--- config.mk ---
export PLATFORM = sky130hd
export DESIGN_NAME = uart_rx_host_ctrl
export DESIGN_NICKNAME = d
export VERILOG_FILES = /design/src/rtl/uart_rx_ctrl_pkg.sv /design/src/rtl/uart_rx_irq_ctrl.sv /design/src/rtl/uart_rx_host_ctrl.sv
export SDC_FILE = /design/constraint.sdc
export NUM_CORES = 1
export LEC_CHECK = 0
export ABC_AREA = 1
export BUFFER_PORTS_ARGS = -buffer_cell sky130_fd_sc_hd__buf_2
export CAP_MARGIN = 20
export CORE_MARGIN = 1
export CORE_UTILIZATION = 50
export DETAILED_ROUTE_END_ITERATION = 8
export PLACE_DENSITY = 0.84
export SYNTH_ARGS = -nofsm -noshare
export SYNTH_HDL_FRONTEND = slang
export SYNTH_SLANG_ARGS = --single-unit
--- constraint.sdc ---
create_clock -name clk -period 1.5 [get_ports clk]
set_input_delay 0.3 -clock clk [delete_from_list [all_inputs] [get_ports clk]]
set_output_delay 0.3 -clock clk [all_outputs]
set_load 0.02 [all_outputs]
--- src/rtl/uart_rx_ctrl_pkg.sv ---
// Shared definitions for the UART RX host controller.
//   - Byte addresses of the APB-lite register map (bits [1:0] always zero).
//   - Bit positions inside CTRL, IRQ_EN/IRQ_STAT and CMD.
//   - Config sequencer state type and the applied-configuration record.
//   - data_bits_ok(): legality check for the CTRL.data_bits field.
package uart_rx_ctrl_pkg;

    localparam logic [4:0] ADDR_CTRL     = 5'h00;
    localparam logic [4:0] ADDR_BAUD     = 5'h04;
    localparam logic [4:0] ADDR_DATA     = 5'h08;
    localparam logic [4:0] ADDR_STATUS   = 5'h0C;
    localparam logic [4:0] ADDR_IRQ_EN   = 5'h10;
    localparam logic [4:0] ADDR_IRQ_STAT = 5'h14;
    localparam logic [4:0] ADDR_CMD      = 5'h18;

    localparam int CTRL_LSB_FIRST = 0;
    localparam int CTRL_STOP_BITS = 1;
    localparam int CTRL_PARITY_LO = 2;
    localparam int CTRL_DBITS_LO  = 4;
    localparam int CTRL_FLUSH     = 8;
    localparam int CTRL_W         = 9;

    localparam int IRQ_THRESH   = 0;
    localparam int IRQ_ERROR    = 1;
    localparam int IRQ_OVERFLOW = 2;
    localparam int IRQ_TIMEOUT  = 3;
    localparam int IRQ_BREAK    = 4;
    localparam int IRQ_CFG_ERR  = 5;
    localparam int IRQ_NUM      = 6;

    localparam int CMD_FIFO_CLEAR  = 0;
    localparam int CMD_ERROR_CLEAR = 1;

    typedef enum logic [1:0] {
        CFG_IDLE  = 2'd0,
        CFG_WAIT  = 2'd1,
        CFG_APPLY = 2'd2
    } cfg_state_t;

    typedef struct packed {
        logic [31:0] baud;
        logic [3:0]  data_bits;
        logic [1:0]  parity;
        logic        stop_bits;
        logic        lsb_first;
    } uart_cfg_t;

    // The receiver supports 5 to 9 data bits per frame.
    function automatic logic data_bits_ok(input logic [3:0] db);
        return (db >= 4'd5) && (db <= 4'd9);
    endfunction

endpackage

--- src/rtl/uart_rx_irq_ctrl.sv ---
// Interrupt block of the UART RX host controller.
// Turns receiver status levels into sticky W1C status bits and a level irq.
//   clk, rst_n        : clock, async active-low reset
//   error_i..break_i  : receiver status levels (rising edge sets a bit)
//   cfg_err_i         : one-cycle pulse from a rejected CTRL/BAUD write
//   fifo_count_i      : FIFO occupancy
//   rx_thresh_i       : occupancy threshold, 0 disables the threshold event
//   irq_en_i          : per-bit interrupt enables
//   w1c_i             : clear mask, non-zero only during an IRQ_STAT write
//   irq_stat_o, irq_o : sticky status and registered interrupt line
module uart_rx_irq_ctrl
    import uart_rx_ctrl_pkg::*;
#(
    parameter int CNT_W = 5
) (
    input  logic               clk,
    input  logic               rst_n,
    input  logic               error_i,
    input  logic               overflow_i,
    input  logic               timeout_i,
    input  logic               break_i,
    input  logic               cfg_err_i,
    input  logic [CNT_W-1:0]   fifo_count_i,
    input  logic [CNT_W-1:0]   rx_thresh_i,
    input  logic [IRQ_NUM-1:0] irq_en_i,
    input  logic [IRQ_NUM-1:0] w1c_i,
    output logic [IRQ_NUM-1:0] irq_stat_o,
    output logic               irq_o
);

    logic [3:0]         evt_s;
    logic [3:0]         rise_s;
    logic [3:0]         evt_prev_q;
    logic [CNT_W-1:0]   cnt_prev_q;
    logic               thresh_hit_s;
    logic [IRQ_NUM-1:0] set_s;
    logic [IRQ_NUM-1:0] stat_d;
    logic [IRQ_NUM-1:0] stat_q;
    logic               irq_q;

    // Event detection and sticky-status next state; a new event beats a clear.
    always_comb begin
        evt_s  = {break_i, timeout_i, overflow_i, error_i};
        rise_s = evt_s & ~evt_prev_q;
        thresh_hit_s = (rx_thresh_i != {CNT_W{1'b0}}) &&
                       (cnt_prev_q < rx_thresh_i) &&
                       (fifo_count_i >= rx_thresh_i);
        set_s               = {IRQ_NUM{1'b0}};
        set_s[IRQ_THRESH]   = thresh_hit_s;
        set_s[IRQ_ERROR]    = rise_s[0];
        set_s[IRQ_OVERFLOW] = rise_s[1];
        set_s[IRQ_TIMEOUT]  = rise_s[2];
        set_s[IRQ_BREAK]    = rise_s[3];
        set_s[IRQ_CFG_ERR]  = cfg_err_i;
        stat_d = (stat_q & ~w1c_i) | set_s;
    end

    // Edge/transition history, sticky status and the registered irq line.
    always_ff @(posedge clk or negedge rst_n) begin
        if (!rst_n) begin
            evt_prev_q <= 4'b0000;
            cnt_prev_q <= {CNT_W{1'b0}};
            stat_q     <= {IRQ_NUM{1'b0}};
            irq_q      <= 1'b0;
        end else begin
            evt_prev_q <= evt_s;
            cnt_prev_q <= fifo_count_i;
            stat_q     <= stat_d;
            irq_q      <= |(stat_q & irq_en_i);
        end
    end

    assign irq_stat_o = stat_q;
    assign irq_o      = irq_q;

endmodule

--- src/rtl/uart_rx_host_ctrl.sv ---
// APB-lite host controller for the UART receiver.
// Register file (CTRL, BAUD, DATA, STATUS, IRQ_EN, IRQ_STAT, CMD), FIFO pop
// handshake and a config sequencer that holds CTRL/BAUD changes in shadow
// registers until the line is between frames.
//   clk, rst_n                     : clock, async active-low reset
//   psel/penable/pwrite/paddr/pwdata, prdata/pready : APB-lite slave, no waits
//   rx_data, rx_data_valid, rx_data_read, fifo_count : FIFO head and pop
//   frame_active .. overflow_error : receiver status inputs
//   baud_rate .. lsb_first         : applied configuration
//   error_clear, fifo_clear        : one-cycle control pulses
//   irq                            : level interrupt
module uart_rx_host_ctrl
    import uart_rx_ctrl_pkg::*;
#(
    parameter int MAX_DATA_BITS     = 9,
    parameter int FIFO_DEPTH        = 16,
    parameter int DEFAULT_BAUD_RATE = 115200,
    parameter int DEFAULT_DATA_BITS = 8
) (
    input  logic                       clk,
    input  logic                       rst_n,
    input  logic                       psel,
    input  logic                       penable,
    input  logic                       pwrite,
    input  logic [4:0]                 paddr,
    input  logic [31:0]                pwdata,
    output logic [31:0]                prdata,
    output logic                       pready,
    input  logic [MAX_DATA_BITS-1:0]   rx_data,
    input  logic                       rx_data_valid,
    output logic                       rx_data_read,
    input  logic [$clog2(FIFO_DEPTH):0] fifo_count,
    input  logic                       frame_active,
    input  logic                       error_detected,
    input  logic                       framing_error,
    input  logic                       parity_error,
    input  logic                       break_detect,
    input  logic                       timeout_detect,
    input  logic                       overflow_error,
    output logic [31:0]                baud_rate,
    output logic [3:0]                 data_bits,
    output logic [1:0]                 parity_mode,
    output logic                       stop_bits,
    output logic                       lsb_first,
    output logic                       error_clear,
    output logic                       fifo_clear,
    output logic                       irq
);

    localparam int CNT_W = $clog2(FIFO_DEPTH) + 1;

    localparam logic [CTRL_W-1:0] CTRL_RST = {1'b0, 4'(DEFAULT_DATA_BITS), 2'b00, 1'b0, 1'b1};
    localparam uart_cfg_t CFG_RST = '{
        baud:      32'(DEFAULT_BAUD_RATE),
        data_bits: 4'(DEFAULT_DATA_BITS),
        parity:    2'b00,
        stop_bits: 1'b0,
        lsb_first: 1'b1
    };

    logic               access_s, wr_s, rd_s;
    logic [4:0]         addr_s;
    logic               unused_s;
    logic               ctrl_wr_s, baud_wr_s, ctrl_ok_s, baud_ok_s;
    logic               cfg_wr_s, cfg_err_s, cmd_wr_s, irq_en_wr_s;
    logic [IRQ_NUM-1:0] w1c_s;
    logic [IRQ_NUM-1:0] irq_stat_s;
    logic               cfg_pending_s;
    logic [31:0]        rdata_s;

    logic [CTRL_W-1:0]  ctrl_shadow_q;
    logic [31:0]        baud_shadow_q;
    logic [IRQ_NUM-1:0] irq_en_q;
    logic [CNT_W-1:0]   rx_thresh_q;
    cfg_state_t         state_q, state_d;
    uart_cfg_t          cfg_q, cfg_d;
    logic               fifo_clear_q, fifo_clear_d;
    logic               error_clear_q, error_clear_d;

    assign access_s = psel & penable;
    assign wr_s     = access_s & pwrite;
    assign rd_s     = access_s & ~pwrite;
    assign addr_s   = {paddr[4:2], 2'b00};
    assign unused_s = ^paddr[1:0];

    // Write decode; rejected CTRL/BAUD writes only raise the cfg error event.
    always_comb begin
        ctrl_wr_s   = wr_s && (addr_s == ADDR_CTRL);
        baud_wr_s   = wr_s && (addr_s == ADDR_BAUD);
        cmd_wr_s    = wr_s && (addr_s == ADDR_CMD);
        irq_en_wr_s = wr_s && (addr_s == ADDR_IRQ_EN);
        ctrl_ok_s   = data_bits_ok(pwdata[CTRL_DBITS_LO +: 4]);
        baud_ok_s   = (pwdata != 32'h0000_0000);
        cfg_wr_s    = (ctrl_wr_s && ctrl_ok_s) || (baud_wr_s && baud_ok_s);
        cfg_err_s   = (ctrl_wr_s && !ctrl_ok_s) || (baud_wr_s && !baud_ok_s);
        if (wr_s && (addr_s == ADDR_IRQ_STAT)) begin
            w1c_s = pwdata[IRQ_NUM-1:0];
        end else begin
            w1c_s = {IRQ_NUM{1'b0}};
        end
    end

    // Software-visible registers: config shadows and interrupt enables.
    always_ff @(posedge clk or negedge rst_n) begin
        if (!rst_n) begin
            ctrl_shadow_q <= CTRL_RST;
            baud_shadow_q <= 32'(DEFAULT_BAUD_RATE);
            irq_en_q      <= {IRQ_NUM{1'b0}};
            rx_thresh_q   <= {CNT_W{1'b0}};
        end else begin
            if (ctrl_wr_s && ctrl_ok_s) begin
                ctrl_shadow_q <= pwdata[CTRL_W-1:0];
            end
            if (baud_wr_s && baud_ok_s) begin
                baud_shadow_q <= pwdata;
            end
            if (irq_en_wr_s) begin
                irq_en_q    <= pwdata[IRQ_NUM-1:0];
                rx_thresh_q <= pwdata[16 +: CNT_W];
            end
        end
    end

    // Config sequencer next state plus pulse generation. CMD pulses and the
    // apply-time flush OR together so a coincident pair is a single pulse.
    always_comb begin
        state_d       = state_q;
        cfg_d         = cfg_q;
        fifo_clear_d  = cmd_wr_s & pwdata[CMD_FIFO_CLEAR];
        error_clear_d = cmd_wr_s & pwdata[CMD_ERROR_CLEAR];
        case (state_q)
            CFG_IDLE: begin
                if (cfg_wr_s) begin
                    state_d = CFG_WAIT;
                end else begin
                    state_d = CFG_IDLE;
                end
            end
            CFG_WAIT: begin
                if (!frame_active) begin
                    state_d = CFG_APPLY;
                end else begin
                    state_d = CFG_WAIT;
                end
            end
            CFG_APPLY: begin
                cfg_d = '{
                    baud:      baud_shadow_q,
                    data_bits: ctrl_shadow_q[CTRL_DBITS_LO +: 4],
                    parity:    ctrl_shadow_q[CTRL_PARITY_LO +: 2],
                    stop_bits: ctrl_shadow_q[CTRL_STOP_BITS],
                    lsb_first: ctrl_shadow_q[CTRL_LSB_FIRST]
                };
                fifo_clear_d  = fifo_clear_d  | ctrl_shadow_q[CTRL_FLUSH];
                error_clear_d = error_clear_d | ctrl_shadow_q[CTRL_FLUSH];
                // A write landing in the apply cycle was not copied; go round again.
                if (cfg_wr_s) begin
                    state_d = CFG_WAIT;
                end else begin
                    state_d = CFG_IDLE;
                end
            end
            default: begin
                state_d = CFG_IDLE;
            end
        endcase
    end

    // Sequencer state, applied configuration and pulse registers.
    always_ff @(posedge clk or negedge rst_n) begin
        if (!rst_n) begin
            state_q       <= CFG_IDLE;
            cfg_q         <= CFG_RST;
            fifo_clear_q  <= 1'b0;
            error_clear_q <= 1'b0;
        end else begin
            state_q       <= state_d;
            cfg_q         <= cfg_d;
            fifo_clear_q  <= fifo_clear_d;
            error_clear_q <= error_clear_d;
        end
    end

    assign cfg_pending_s = (state_q != CFG_IDLE);

    // Read mux; CMD and unmapped addresses fall through to zero.
    always_comb begin
        rdata_s = 32'h0000_0000;
        case (addr_s)
            ADDR_CTRL: rdata_s[CTRL_W-1:0] = ctrl_shadow_q;
            ADDR_BAUD: rdata_s = baud_shadow_q;
            ADDR_DATA: begin
                if (rx_data_valid) begin
                    rdata_s[31]                = 1'b1;
                    rdata_s[MAX_DATA_BITS-1:0] = rx_data;
                end else begin
                    rdata_s = 32'h0000_0000;
                end
            end
            ADDR_STATUS: begin
                rdata_s[0]          = rx_data_valid;
                rdata_s[1]          = frame_active;
                rdata_s[2]          = cfg_pending_s;
                rdata_s[3]          = error_detected;
                rdata_s[4]          = framing_error;
                rdata_s[5]          = parity_error;
                rdata_s[6]          = break_detect;
                rdata_s[7]          = timeout_detect;
                rdata_s[8]          = overflow_error;
                rdata_s[16 +: CNT_W] = fifo_count;
            end
            ADDR_IRQ_EN: begin
                rdata_s[IRQ_NUM-1:0] = irq_en_q;
                rdata_s[16 +: CNT_W] = rx_thresh_q;
            end
            ADDR_IRQ_STAT: rdata_s[IRQ_NUM-1:0] = irq_stat_s;
            default: rdata_s = 32'h0000_0000;
        endcase
    end

    uart_rx_irq_ctrl #(
        .CNT_W (CNT_W)
    ) u_irq (
        .clk          (clk),
        .rst_n        (rst_n),
        .error_i      (error_detected),
        .overflow_i   (overflow_error),
        .timeout_i    (timeout_detect),
        .break_i      (break_detect),
        .cfg_err_i    (cfg_err_s),
        .fifo_count_i (fifo_count),
        .rx_thresh_i  (rx_thresh_q),
        .irq_en_i     (irq_en_q),
        .w1c_i        (w1c_s),
        .irq_stat_o   (irq_stat_s),
        .irq_o        (irq)
    );

    assign pready       = access_s;
    assign prdata       = access_s ? rdata_s : 32'h0000_0000;
    assign rx_data_read = rd_s && (addr_s == ADDR_DATA) && rx_data_valid;
    assign baud_rate    = cfg_q.baud;
    assign data_bits    = cfg_q.data_bits;
    assign parity_mode  = cfg_q.parity;
    assign stop_bits    = cfg_q.stop_bits;
    assign lsb_first    = cfg_q.lsb_first;
    assign fifo_clear   = fifo_clear_q;
    assign error_clear  = error_clear_q;

endmodule

# After elaboration in Yosys (flattened, before gate mapping)
# Cells that the tools add are included.
# word_totals
latchBits	0
n_memories	0
ramBits	0
register_bits	112
word_cells	81
mem_bits_ro	0
# classes
n_lt_le_gt_ge	4
n_reduce_logical	25
n_shift	0
add_sub_neg	0
n_mul	0
n_div	0
eq_ne	8
muxes	14
n_bitwise	14
# op_table
operator	n
$pmux 6 s6	1
$mux 32	1
$reduce_bool 32->1	1
$pmux 11 s2	1
$pmux 5 s3	1
$logic_and 1x1->1	14
$and 6x6->6	2
$pmux 3 s4	1
$eq 3x3->1 const B	3
$mux 9	1
$mux 7	1
$eq 3x2->1 const B	2
$mux 6	1
$not 6->6	1
$or 6x6->6	1
$reduce_or 6->1	1
$and 1x1->1	5
$ge 5x5->1	1
$logic_not 5->1	1
$lt 5x5->1	1
$reduce_bool 5->1	1
$and 4x4->4	1
$ge 4x3->1 const B	1
$le 4x4->1 const B	1
14 further kinds	20

# Longest topological paths before layout
# Gate-level depths: netlist of run 1.
# depth
ltp_word	7
ltp_mapped	9

# Cells and area by module
# From an unflattened synthesis of run 1, not the netlist that was laid out.
# unflattened
hier_cells	615
area_unflattened_um2	5360.1
# modules_own_cells
module	cells_per_inst	area_each_um2	n_inst
uart_rx_host_ctrl	537	4605.7	1
uart_rx_irq_ctrl	78	754.5	1

# Worst setup path after synthesis of run 1
# Ideal clock, no wire load.
# synth_timing
path_kind	input port to output port
start	in paddr[4]
end	out prdata[6]
stages	6
slack_ns	-0.132
t_arrival_ns	1.332
path_cell_list	inv_2 > nand2_1 > nor2_1 > buf_2 > nand2_1 > a41oi_1
# synth_via
elab_chain_cells	3
word_cells_on_any_way	6
cone_classes	3 x eq/ne; 2 x mux; 1 x reduce/logical
# synth_lines
element	line	source
start: declaration	uart_rx_host_ctrl.sv:25	input logic [4:0] paddr,
$eq 3x2->1, or another cell as far along	uart_rx_host_ctrl.sv:189	case (addr_s)
$pmux 3 s4 *	uart_rx_host_ctrl.sv:189	
$mux 32 *	uart_rx_host_ctrl.sv:240	assign prdata = access_s ? rdata_s : 32'h0000_0000;
end: declaration	uart_rx_host_ctrl.sv:27	output logic [31:0] prdata,
# Mark *: on every way between the ends. The rest lies on a longest branch, timed or not.

# Worst setup path in the final report of run 1
# layout_timing
start	in paddr[3]
end	out prdata[17]
# layout_via
elab_chain_cells	3
word_cells_on_any_way	5
cone_classes	3 x eq/ne; 2 x mux
# layout_lines
element	line
$eq 3x3->1, or another cell as far along	uart_rx_host_ctrl.sv:189
$pmux 5 s3 *	uart_rx_host_ctrl.sv:189
$mux 32 *	uart_rx_host_ctrl.sv:240
# Marked as above.

==> results.json, run 1 <==
{
  "violations": "setup timing",
  "overflow": 0,
  "path_cells": "buf_8 -> buf_6 -> nor2_4 -> nand2_4 -> buf_4 -> o22ai_2 -> a21oi_1 -> nor2_1 -> buf_4",
  "syn_nets": 673,
  "drv_cap": 0,
  "cp_slowest_stage_delay_ns": 0.18,
  "cts_buffers": 9,
  "ir_drop_mv": 0.517,
  "post-route-period-util_pct": 116,
  "power.leakage_nw": 3.73,
  "slew_violations": 0,
  "num-nets-final": 879,
  "first_global_vias": 5101,
  "routed_wirelength_um": 16200,
  "num_vias": 5200,
  "max_freq_mhz": 577,
  "synth_warnings": 0,
  "netlist_instances": 600,
  "drc": 0,
  "antenna_found_initial": 0,
  "endpoint_kind": "output pin",
  "dr.pass1.iters": 6,
  "grt_usage_pct": 29.2,
  "ant_nets": 0,
  "die-area_mm2": 0.0110,
  "rsz0062_at_grt": "true",
  "hold_viol": 0,
  "die_h_um": 105,
  "p_per_area_mw_per_mm2": 1060,
  "layout-drive-gt1-share_pct": 45.9,
  "ys_ff_latch": 112,
  "syn_area_per_cell_um2": 8.82,
  "hp-class": "input port to flip-flop",
  "hold_slack_ns": 0.0570,
  "cts_sinks": 112,
  "coreArea_mm2": 0.0103,
  "power_mw": 7.77,
  "wire_per_inst_um": 17.1,
  "post-route-util_pct": 71.5,
  "final_common_cell": "nand2_1",
  "grt_start_max_net_pins": 52,
  "dp_slack_ns": -0.276,
  "critical_path.max_fanout": 7,
  "synth_area_mm2": 0.00529,
  "cp_slowest_cell": "nor2_4",
  "finalSetupViolations": 33,
  "row_count": 37,
  "async_reset_ff_share_pct": 100,
  "maxSlewHeadroom_pct": 73.6,
  "io_pins": 141,
  "n_fill_cell": 756,
  "routabilityCongestion": 0.964,
  "fin_crit_ns": 1.73,
  "fin_ws_ns": -0.235,
  "max_slew.worst_pin.slew_ns": 0.392,
  "worstPathRequired_ns": 1.20,
  "via_per_inst": 5.49,
  "clk_latency_ns": 0.38,
  "ys_types": 28,
  "synthFlopType": "dfrtp_1",
  "finClkSkew_ns": 0.0106,
  "crit_type": "input port to output pin",
  "hpwl_um": 11100,
  "path_delay_family": "buffers and inverters",
  "grt_pass1_wl_um": 24600,
  "dr.first_iter.drc_count": 352,
  "cp_common_cell": "buf_4",
  "yosysSeqAreaShare_pct": 53.3,
  "outcome": "complete, but fails checks",
  "antenna_cells": 0,
  "clkSlewWorstSetupHoldPaths_ns": 0.10,
  "start_kind": "input port",
  "root_buffer": "clkbuf_8",
  "cts_buffer_depth": 2,
  "start_util_pct": 51.5,
  "port_buffers": 138,
  "final_cell_mix": "nand2_1 (122), buf_2 (115), dfrtp_1 (100)",
  "cts_tree": "built",
  "cts_max_level": 3,
  "arrival_ns": 1.43,
  "synthToLayoutAreaGrowth_pct": 38.8,
  "die_width_um": 105,
  "synth-edff-count": 0,
  "crit_buf_inv": 4
}
## cell families after synthesis
kind of cell / count (synthesis) / synth area share, %
and+or+nand+nor: 202 / 15.9
AOI/OAI and AO/OA: 147 / 16.9
buffers and inverters: 120 / 9.63
DFF: 112 / 53.3
muxes: 10 / 2.13
adders and majority gates: 9 / 2.13
## what timing repair did
action,in CTS,in global routing
gates cloned,2,1
resized for setup,69,46
hold buffers,1,0
setup endpoints to repair,32,36
buffers inserted,15,4
hold endpoints to repair,18,0
pin swaps,15,19
## sequential cells by signal, indices dropped and copies added, names as in the netlist, 4 cells and up
register          count
rx_thresh_q           5
ctrl_shadow_q         9
u_irq.cnt_prev_q      5
u_irq.evt_prev_q      4
data_bits             4
baud_rate            32
baud_shadow_q        32
irq_en_q              6
u_irq.irq_stat_o      6
## path summary, 6_finish.rpt
check | cells past startpoint | end | from | slack, ns
setup / recovery | 9 | prdata[17] | paddr[3] | -0.23
hold / removal | 1 | u_irq.evt_prev_q[0]$_DFF_PN0_ | error_detected | 0.06
setup reg to reg | 10 | u_irq.irq_stat_o[0]$_DFF_PN0_ | rx_thresh_q[2]$_DFFE_PN0P_ | -0.02
hold reg to reg | 1 | u_irq.irq_stat_o[2]$_DFF_PN0_ | u_irq.evt_prev_q[1]$_DFF_PN0_ | 0.43
max in group asynchronous | 3 | baud_rate[15]$_DFFE_PN1P_ | rst_n | 0.50
min in group asynchronous | 2 | u_irq.evt_prev_q[0]$_DFF_PN0_ | rst_n | 0.37
## stage by stage
step           std cells  TNS, ns  instance area (µm²)
3_5_place_dp         908   -12.67                 6580
3_3_place_gp         908    -9.04                 6580
6_report             947    -5.33                 7340
2_1_floorplan        600        0                 5350
4_1_cts              942    -3.77                 7110
5_1_grt              947    -7.09                 7340
## power breakdown
group	switching (mW)	internal [mW]
registers	0.281	3.51
logic	1.26	0.846
clock network	1.01	0.872
total	2.55	5.23
## cells in the mapped netlist, types with 2 or more instances
cell      number  share of area, %
dfstp_2       12               6.0
o21ai_0       73               6.9
ha_1           9               2.1
a21oi_1       22               2.1
nor2_4         2              0.43
nand2_1      130               9.2
a41oi_1        3              0.50
o21ai_2       32               5.3
nor3_1        21               2.0
inv_2          3              0.21
nand4_1        2              0.24
buf_2          5              0.47
nand2_2        2              0.24
o22ai_1       14               1.7
buf_6          7               1.5
clkbuf_1      12              0.85
mux2_2        10               2.1
nand3_1        4              0.38
nor2_1        36               2.6
nor2_2         2              0.24
inv_1         93               6.6
dfrtp_1      100                47
## layout make-up
cell class	count	area [µm²]	share of cell area [%]
clock buffer	12	155	2.11
clock inverter	4	52.6	0.716
inverter	96	360	4.91
multi-input combinational	369	2270	30.9
sequential	112	2820	38.4
tap	136	170	2.32
timing repair buffer	218	1520	20.6
## routing by layer
| metal | track usage [%] | vias up | share of wire (%) |
|---|---|---|---|
| met5 | 0 | - | 0 |
| met4 | 16.9 | 0 | 4.1 |
| met3 | 4.80 | 67 | 6.9 |
| met2 | 45.6 | 284 | 48 |
| met1 | 38.5 | 2502 | 41 |
| li1 | - | 2347 | - |
Power figures use the tool's default switching activity.
==> run 2, diff against run 1 <==
--- a/config.mk
+++ b/config.mk
@@ -5,13 +5,13 @@
 export SDC_FILE = /design/constraint.sdc
 export NUM_CORES = 1
 export LEC_CHECK = 0
-export ABC_AREA = 1
+export ABC_AREA = 0
 export BUFFER_PORTS_ARGS = -buffer_cell sky130_fd_sc_hd__buf_2
 export CAP_MARGIN = 20
 export CORE_MARGIN = 1
 export CORE_UTILIZATION = 50
 export DETAILED_ROUTE_END_ITERATION = 8
-export PLACE_DENSITY = 0.84
+export PLACE_DENSITY = 0.85
 export SYNTH_ARGS = -nofsm -noshare
 export SYNTH_HDL_FRONTEND = slang
 export SYNTH_SLANG_ARGS = --single-unit
==> results.json, run 2 <==
{
  "worstPathRequired_ns": 1.20,
  "crit_type": "flip-flop to output pin",
  "io_pins": 141,
  "fin_crit_ns": 1.97,
  "dp.cells": 833,
  "met1Wirelength_um": 6940,
  "maxSlewHeadroom_pct": 75.7,
  "drv_cap": 0,
  "critical_path.max_fanout": 2,
  "yosysTopAreaCell": "dfrtp_1",
  "cts_tree": "built",
  "coreArea_mm2": 0.00995,
  "layout.cells.non_filler": 877,
  "synthToLayoutAreaGrowth_pct": 52.6,
  "cts_max_level": 3,
  "grt_usage_pct": 31.8,
  "fin_ws_ns": -0.468,
  "rsz0062_at_grt": "true",
  "endpoint_kind": "output pin",
  "wl_met3_um": 1160,
  "die_h_um": 104,
  "post-route-period-util_pct": 131,
  "syn_nets": 569,
  "start_util_pct": 52.5,
  "synth_top_area_share_pct": 47.9,
  "num-nets-final": 812,
  "hpwl_um": 11700,
  "die_width_um": 104,
  "arrival_ns": 1.67,
  "ir_drop_mv": 0.710,
  "final_cell_mix": "nand2_1 (138), buf_4 (108), buf_2 (100)",
  "dr.first_iter.drc_count": 363,
  "dr.pass1.iters": 5,
  "yosysSeqAreaShare_pct": 53.9,
  "hold_viol": 0,
  "outcome": "complete, but fails checks",
  "finClkSkew_ns": 0.00974,
  "synth_commonest_cells": "nand2_1 (142), dfrtp_1 (100), mux2_2 (50), and3_1 (17), clkbuf_1 (17)",
  "layout-drive-gt1-share_pct": 54.4,
  "met2_length_um": 8740,
  "via_per_inst": 5.69,
  "power_mw": 8.17,
  "finalSetupViolations": 61,
  "row_count": 36,
  "synth_warnings": 0,
  "wire_per_inst_um": 19.9,
  "clkSlewWorstSetupHoldPaths_ns": 0.11,
  "synth.top_cells.by_area": "dfrtp_1 (48%), mux2_2 (11%), nand2_1 (10%), dfstp_2 (6.0%), ha_1 (2.2%)",
  "grt_pass1_wl_um": 26400,
  "synth_area_mm2": 0.00523,
  "drc": 0,
  "cts_sinks": 112,
  "ant_nets": 0,
  "cts_buffers": 9,
  "overflow": 0,
  "yosys.cell_count.top_type": "nand2_1",
  "stdcell_area_mm2": 0.00798,
  "top_layer_used": "met4",
  "final_common_cell": "nand2_1",
  "max_slew.worst_pin.slew_ns": 0.364,
  "slew_violations": 0,
  "async_reset_ff_share_pct": 100,
  "ys_ff_latch": 112,
  "port_buffers": 138,
  "synth-edff-count": 0,
  "antenna_found_initial": 0,
  "hp-class": "input port to flip-flop",
  "routabilityCongestion": 0.918,
  "post_dp_cell_area_mm2": 0.00694,
  "syn_area_per_cell_um2": 10.5,
  "start_kind": "flip-flop",
  "num_vias": 4986,
  "grt_start_max_net_pins": 35,
  "clk_latency_ns": 0.39,
  "synthFlopType": "dfrtp_1",
  "max_freq_mhz": 508,
  "routed_wirelength_um": 17400,
  "first_global_vias": 5010,
  "antenna_cells": 0,
  "ys_types": 46,
  "root_buffer": "clkbuf_8",
  "die-area_mm2": 0.0109,
  "netlist_instances": 496,
  "violations": "setup timing",
  "p_per_area_mw_per_mm2": 1020,
  "power.leakage_nw": 4.17,
  "cts_buffer_depth": 2
}
run 2: cell count changes in the layout (fill, tap and decap cells not counted), sizes merged, moves of 8 or more:
cell   previous run  this run
o21ai           105        13
inv              97        14
mux2             10        52
buf             216       254
nor2             40        15
and3              0        17
nor3             21         4
a21oi            22         8
o22ai            14         1
a22o              0        12
a22oi             0         9
nor4              1        10
nand2           134       142
nor2b             0         8
run 2: layer usage:
metal / track usage, % / up-vias
met5: 0 / -
met3: 3.95 / 51
met4: 14.5 / 0
li1: - / 2202
met2: 52.8 / 264
met1: 41.7 / 2469
run 2: critical path, cell delays in order (launching register included):
cell,delay [ns]
dfrtp_1,0.41
mux2_4,0.29
a221oi_2,0.25
or2_4,0.17
a21oi_4,0.05
buf_6,0.13
run 2: logic make-up after synthesis:
| logic type | count (synthesis) | synth area share, % |
|---|---|---|
| adder cells (fa/ha/maj) | 9 | 2.15 |
| multiplexers | 57 | 12.8 |
| AND/OR/NAND/NOR | 220 | 19.4 |
| buffers and inverters | 37 | 3.25 |
| flip-flops | 112 | 53.9 |
| AO/OA/AOI/OAI | 61 | 8.54 |
run 2: cell type report:
class                   instances  area [µm²]
clock inverters                 6        90.1
well taps                     133         166
multi-input cells             347        2720
clock buffers                  10         138
inverters                      12        45.0
repair buffers                257        2000
fillers                       568        1970
flip-flops and latches        112        2820
run 2: repair_timing:
item	CTS	global route
pin swaps	30	15
endpoints found under the hold margin	19	0
hold buffers	1	0
gates resized for setup	118	35
setup buffers	22	6
cloned	2	2
setup endpoints to repair	66	68
run 2: through the flow:
| stage | setup WS (ns) | hold WS, ns | util (%) | TNS (ns) |
|---|---|---|---|---|
| final | -0.468 | 0.0486 | 80.2 | -7.27 |
| after global routing | -0.521 | 0.0313 | 80.2 | -8.59 |
| after CTS | -0.480 | 0.0382 | 78.1 | -6.09 |
| after detailed placement | -0.525 | 0.228 | 69.7 | -28.69 |
| after global placement | -0.480 | 0.224 | 69.7 | -25.13 |
| after floorplan | -0.111 | 0.00441 | - | -3.30 |
run 2: path summary, 6_finish.rpt:
path,start,endpoint,slack (ns),cells after the start
setup / recovery,baud_shadow_q[4]$_DFFE_PN0P_,prdata[4],-0.47,5
hold / removal,break_detect,u_irq.evt_prev_q[3]$_DFF_PN0_,0.05,1
setup reg to reg,rx_thresh_q[0]$_DFFE_PN0P_,u_irq.irq_stat_o[0]$_DFF_PN0_,-0.01,6
hold reg to reg,baud_rate[16]$_DFFE_PN1P_,baud_rate[16]$_DFFE_PN1P_,0.47,2
max in group asynchronous,rst_n,ctrl_shadow_q[0]$_DFFE_PN1P_,0.58,3
min in group asynchronous,rst_n,baud_rate[10]$_DFFE_PN0P_,0.36,2
run 2: report_power, final:
| group | internal (mW) | switching (mW) | total (mW) |
|---|---|---|---|
| combinational | 1.10 | 1.13 | 2.24 |
| clock | 1.00 | 1.07 | 2.07 |
| sequential | 3.51 | 0.346 | 3.86 |
==> run 3, diff against run 2 <==
--- a/config.mk
+++ b/config.mk
@@ -8,6 +8,7 @@
 export ABC_AREA = 0
 export BUFFER_PORTS_ARGS = -buffer_cell sky130_fd_sc_hd__buf_2
 export CAP_MARGIN = 20
+export CORE_ASPECT_RATIO = 1.5
 export CORE_MARGIN = 1
 export CORE_UTILIZATION = 50
 export DETAILED_ROUTE_END_ITERATION = 8
==> constraint.sdc (replaced) <==
create_clock -name clk -period 2.5 [get_ports clk]
set_input_delay 0.5 -clock clk [delete_from_list [all_inputs] [get_ports clk]]
set_output_delay 0.5 -clock clk [all_outputs]
set_load 0.02 [all_outputs]
==> results.json, run 3 (synthesis results as in run 2) <==
{
  "cts_max_level": 3,
  "finalSetupViolations": 0,
  "grt_usage_pct": 26.8,
  "cts_resized": 0,
  "endpoint_kind": "output pin",
  "pwr-share-clk_pct": 30.2,
  "port_buffers": 138,
  "p_per_area_mw_per_mm2": 715,
  "grt_start_max_net_pins": 49,
  "swShare_pct": 30.2,
  "overflow": 0,
  "post_dp_cell_area_mm2": 0.00616,
  "drc": 0,
  "fin_crit_ns": 2.36,
  "stdcell_area_mm2": 0.00646,
  "cts_buffers": 9,
  "root_buffer": "clkbuf_16",
  "ir_drop_mv": 0.380,
  "arrival_ns": 1.86,
  "critical_path.max_fanout": 15,
  "row_count": 45,
  "outcome": "finished, final reports clean",
  "routabilityCongestion": 0.927,
  "hpwl_um": 10500,
  "holdBufCountCts": 0,
  "dr.first_iter.drc_count": 455,
  "power_frac_comb_pct": 20.1,
  "drv_cap": 0,
  "hold_viol": 0,
  "rsz0062_at_grt": "false",
  "finClkSkew_ns": 0.00730,
  "antenna_found_initial": 1,
  "hp-class": "input port to async pin",
  "finalSetupTns_ns": 0,
  "seqPwrFrac_pct": 49.7,
  "clkSlewWorstSetupHoldPaths_ns": 0.07,
  "routed_wirelength_um": 14100,
  "cts_buffer_depth": 2,
  "grt_pass1_wl_um": 22000,
  "num_vias": 4451,
  "layout-drive-gt1-share_pct": 38.8,
  "final_cell_mix": "nand2_1 (142), buf_2 (137), dfrtp_1 (100)",
  "max_slew.worst_pin.slew_ns": 0.764,
  "first_global_vias": 4330,
  "slew_violations": 0,
  "cts_tree": "built",
  "io_pins": 141,
  "post-route-period-util_pct": 94.5,
  "die_width_um": 85.5,
  "via_per_inst": 5.80,
  "dr.pass1.iters": 5,
  "start_util_pct": 51.6,
  "worstPathRequired_ns": 2.00,
  "coreArea_mm2": 0.0101,
  "die-area_mm2": 0.0109,
  "start_kind": "input port",
  "crit_type": "input port to output pin",
  "p_int_mw": 3.22,
  "max_freq_mhz": 423,
  "maxSlewHeadroom_pct": 48.8,
  "clk_latency_ns": 0.35,
  "num-nets-final": 717,
  "post_cts_buffers": 0,
  "ant_nets": 0,
  "switchingPower_mw": 1.39,
  "die_h_um": 127,
  "final_common_cell": "nand2_1",
  "power.leakage_nw": 3.45,
  "power_mw": 4.62,
  "cts_sinks": 112,
  "synthToLayoutAreaGrowth_pct": 23.5,
  "wire_per_inst_um": 18.3
}
[run 3: cell count changes in the layout (fill, tap and decap cells not counted), moves of 8 or more]
cell      change
clkbuf_8      -9
mux2_4       -32
and3_4        -8
mux2_2       +32
buf_6        -32
buf_2        +37
nor4_1        +9
buf_12        -9
and3_1        +8
buf_4        -86
[run 3: metrics by stage]
stage	util, %	worst slack (ns)	std cells	hold WS (ns)
4_1_cts	63.7	0.178	766	0.180
3_3_place_gp	60.8	0.202	750	0.444
5_1_grt	63.7	0.0504	767	0.202
6_report	63.7	0.138	767	0.159
2_1_floorplan	-	0.213	496	0.204
3_5_place_dp	60.8	0.187	750	0.449
[run 3: layout make-up]
cell class              count  area, µm²
fillers                   819       3680
flip-flops and latches    112       2820
multi-input cells         347       2240
repair buffers            162        911
clock buffers              10        239
well taps                 117        146
clock inverters             6       53.8
inverters                  12       45.0
diodes                      1       2.50
[run 3: routing by layer]
layer / up-vias / part of all wire [%] / global-route usage (%)
li1: 2010 / - / -
met1: 2186 / 38 / 32.6
met2: 199 / 52 / 44.9
met3: 56 / 5.3 / 4.13
met4: 0 / 5.0 / 16.2
met5: - / 0 / 0
[run 3: power groups by stage]
stage	Clock [mW]	Sequential (mW)	Combinational, mW
finish	1.40	2.30	0.927
global route	1.50	2.33	1.01
CTS	1.42	2.29	0.931
detailed placement	0	2.32	0.928
global placement	0	2.31	0.895
floorplan	0	2.41	0.433
[run 3: worst max-delay path, stage by stage]
cell      delay, ns
buf_2          0.20
nor2b_1        0.19
nor3b_2        0.24
buf_4          0.19
a222oi_1       0.08
nor3_1         0.23
buf_2          0.22
[run 3: final timing paths]
| kind | end | cells after the start | slack [ns] | start |
|---|---|---|---|---|
| worst max-delay path | prdata[6] | 7 | 0.14 | paddr[4] |
| worst min-delay path | baud_rate[12]$_DFFE_PN0P_ | 1 | 0.16 | rst_n |
| worst max register to register | baud_rate[15]$_DFFE_PN1P_ | 4 | 0.84 | state_q[0]$_DFF_PN0_ |
| worst min register to register | baud_rate[9]$_DFFE_PN1P_ | 2 | 0.45 | baud_shadow_q[9]$_DFFE_PN1P_ |
| max in group asynchronous | baud_shadow_q[16]$_DFFE_PN1P_ | 2 | 1.58 | rst_n |
| min in group clk | u_irq.cnt_prev_q[2]$_DFF_PN0_ | 1 | 0.29 | fifo_count[2] |
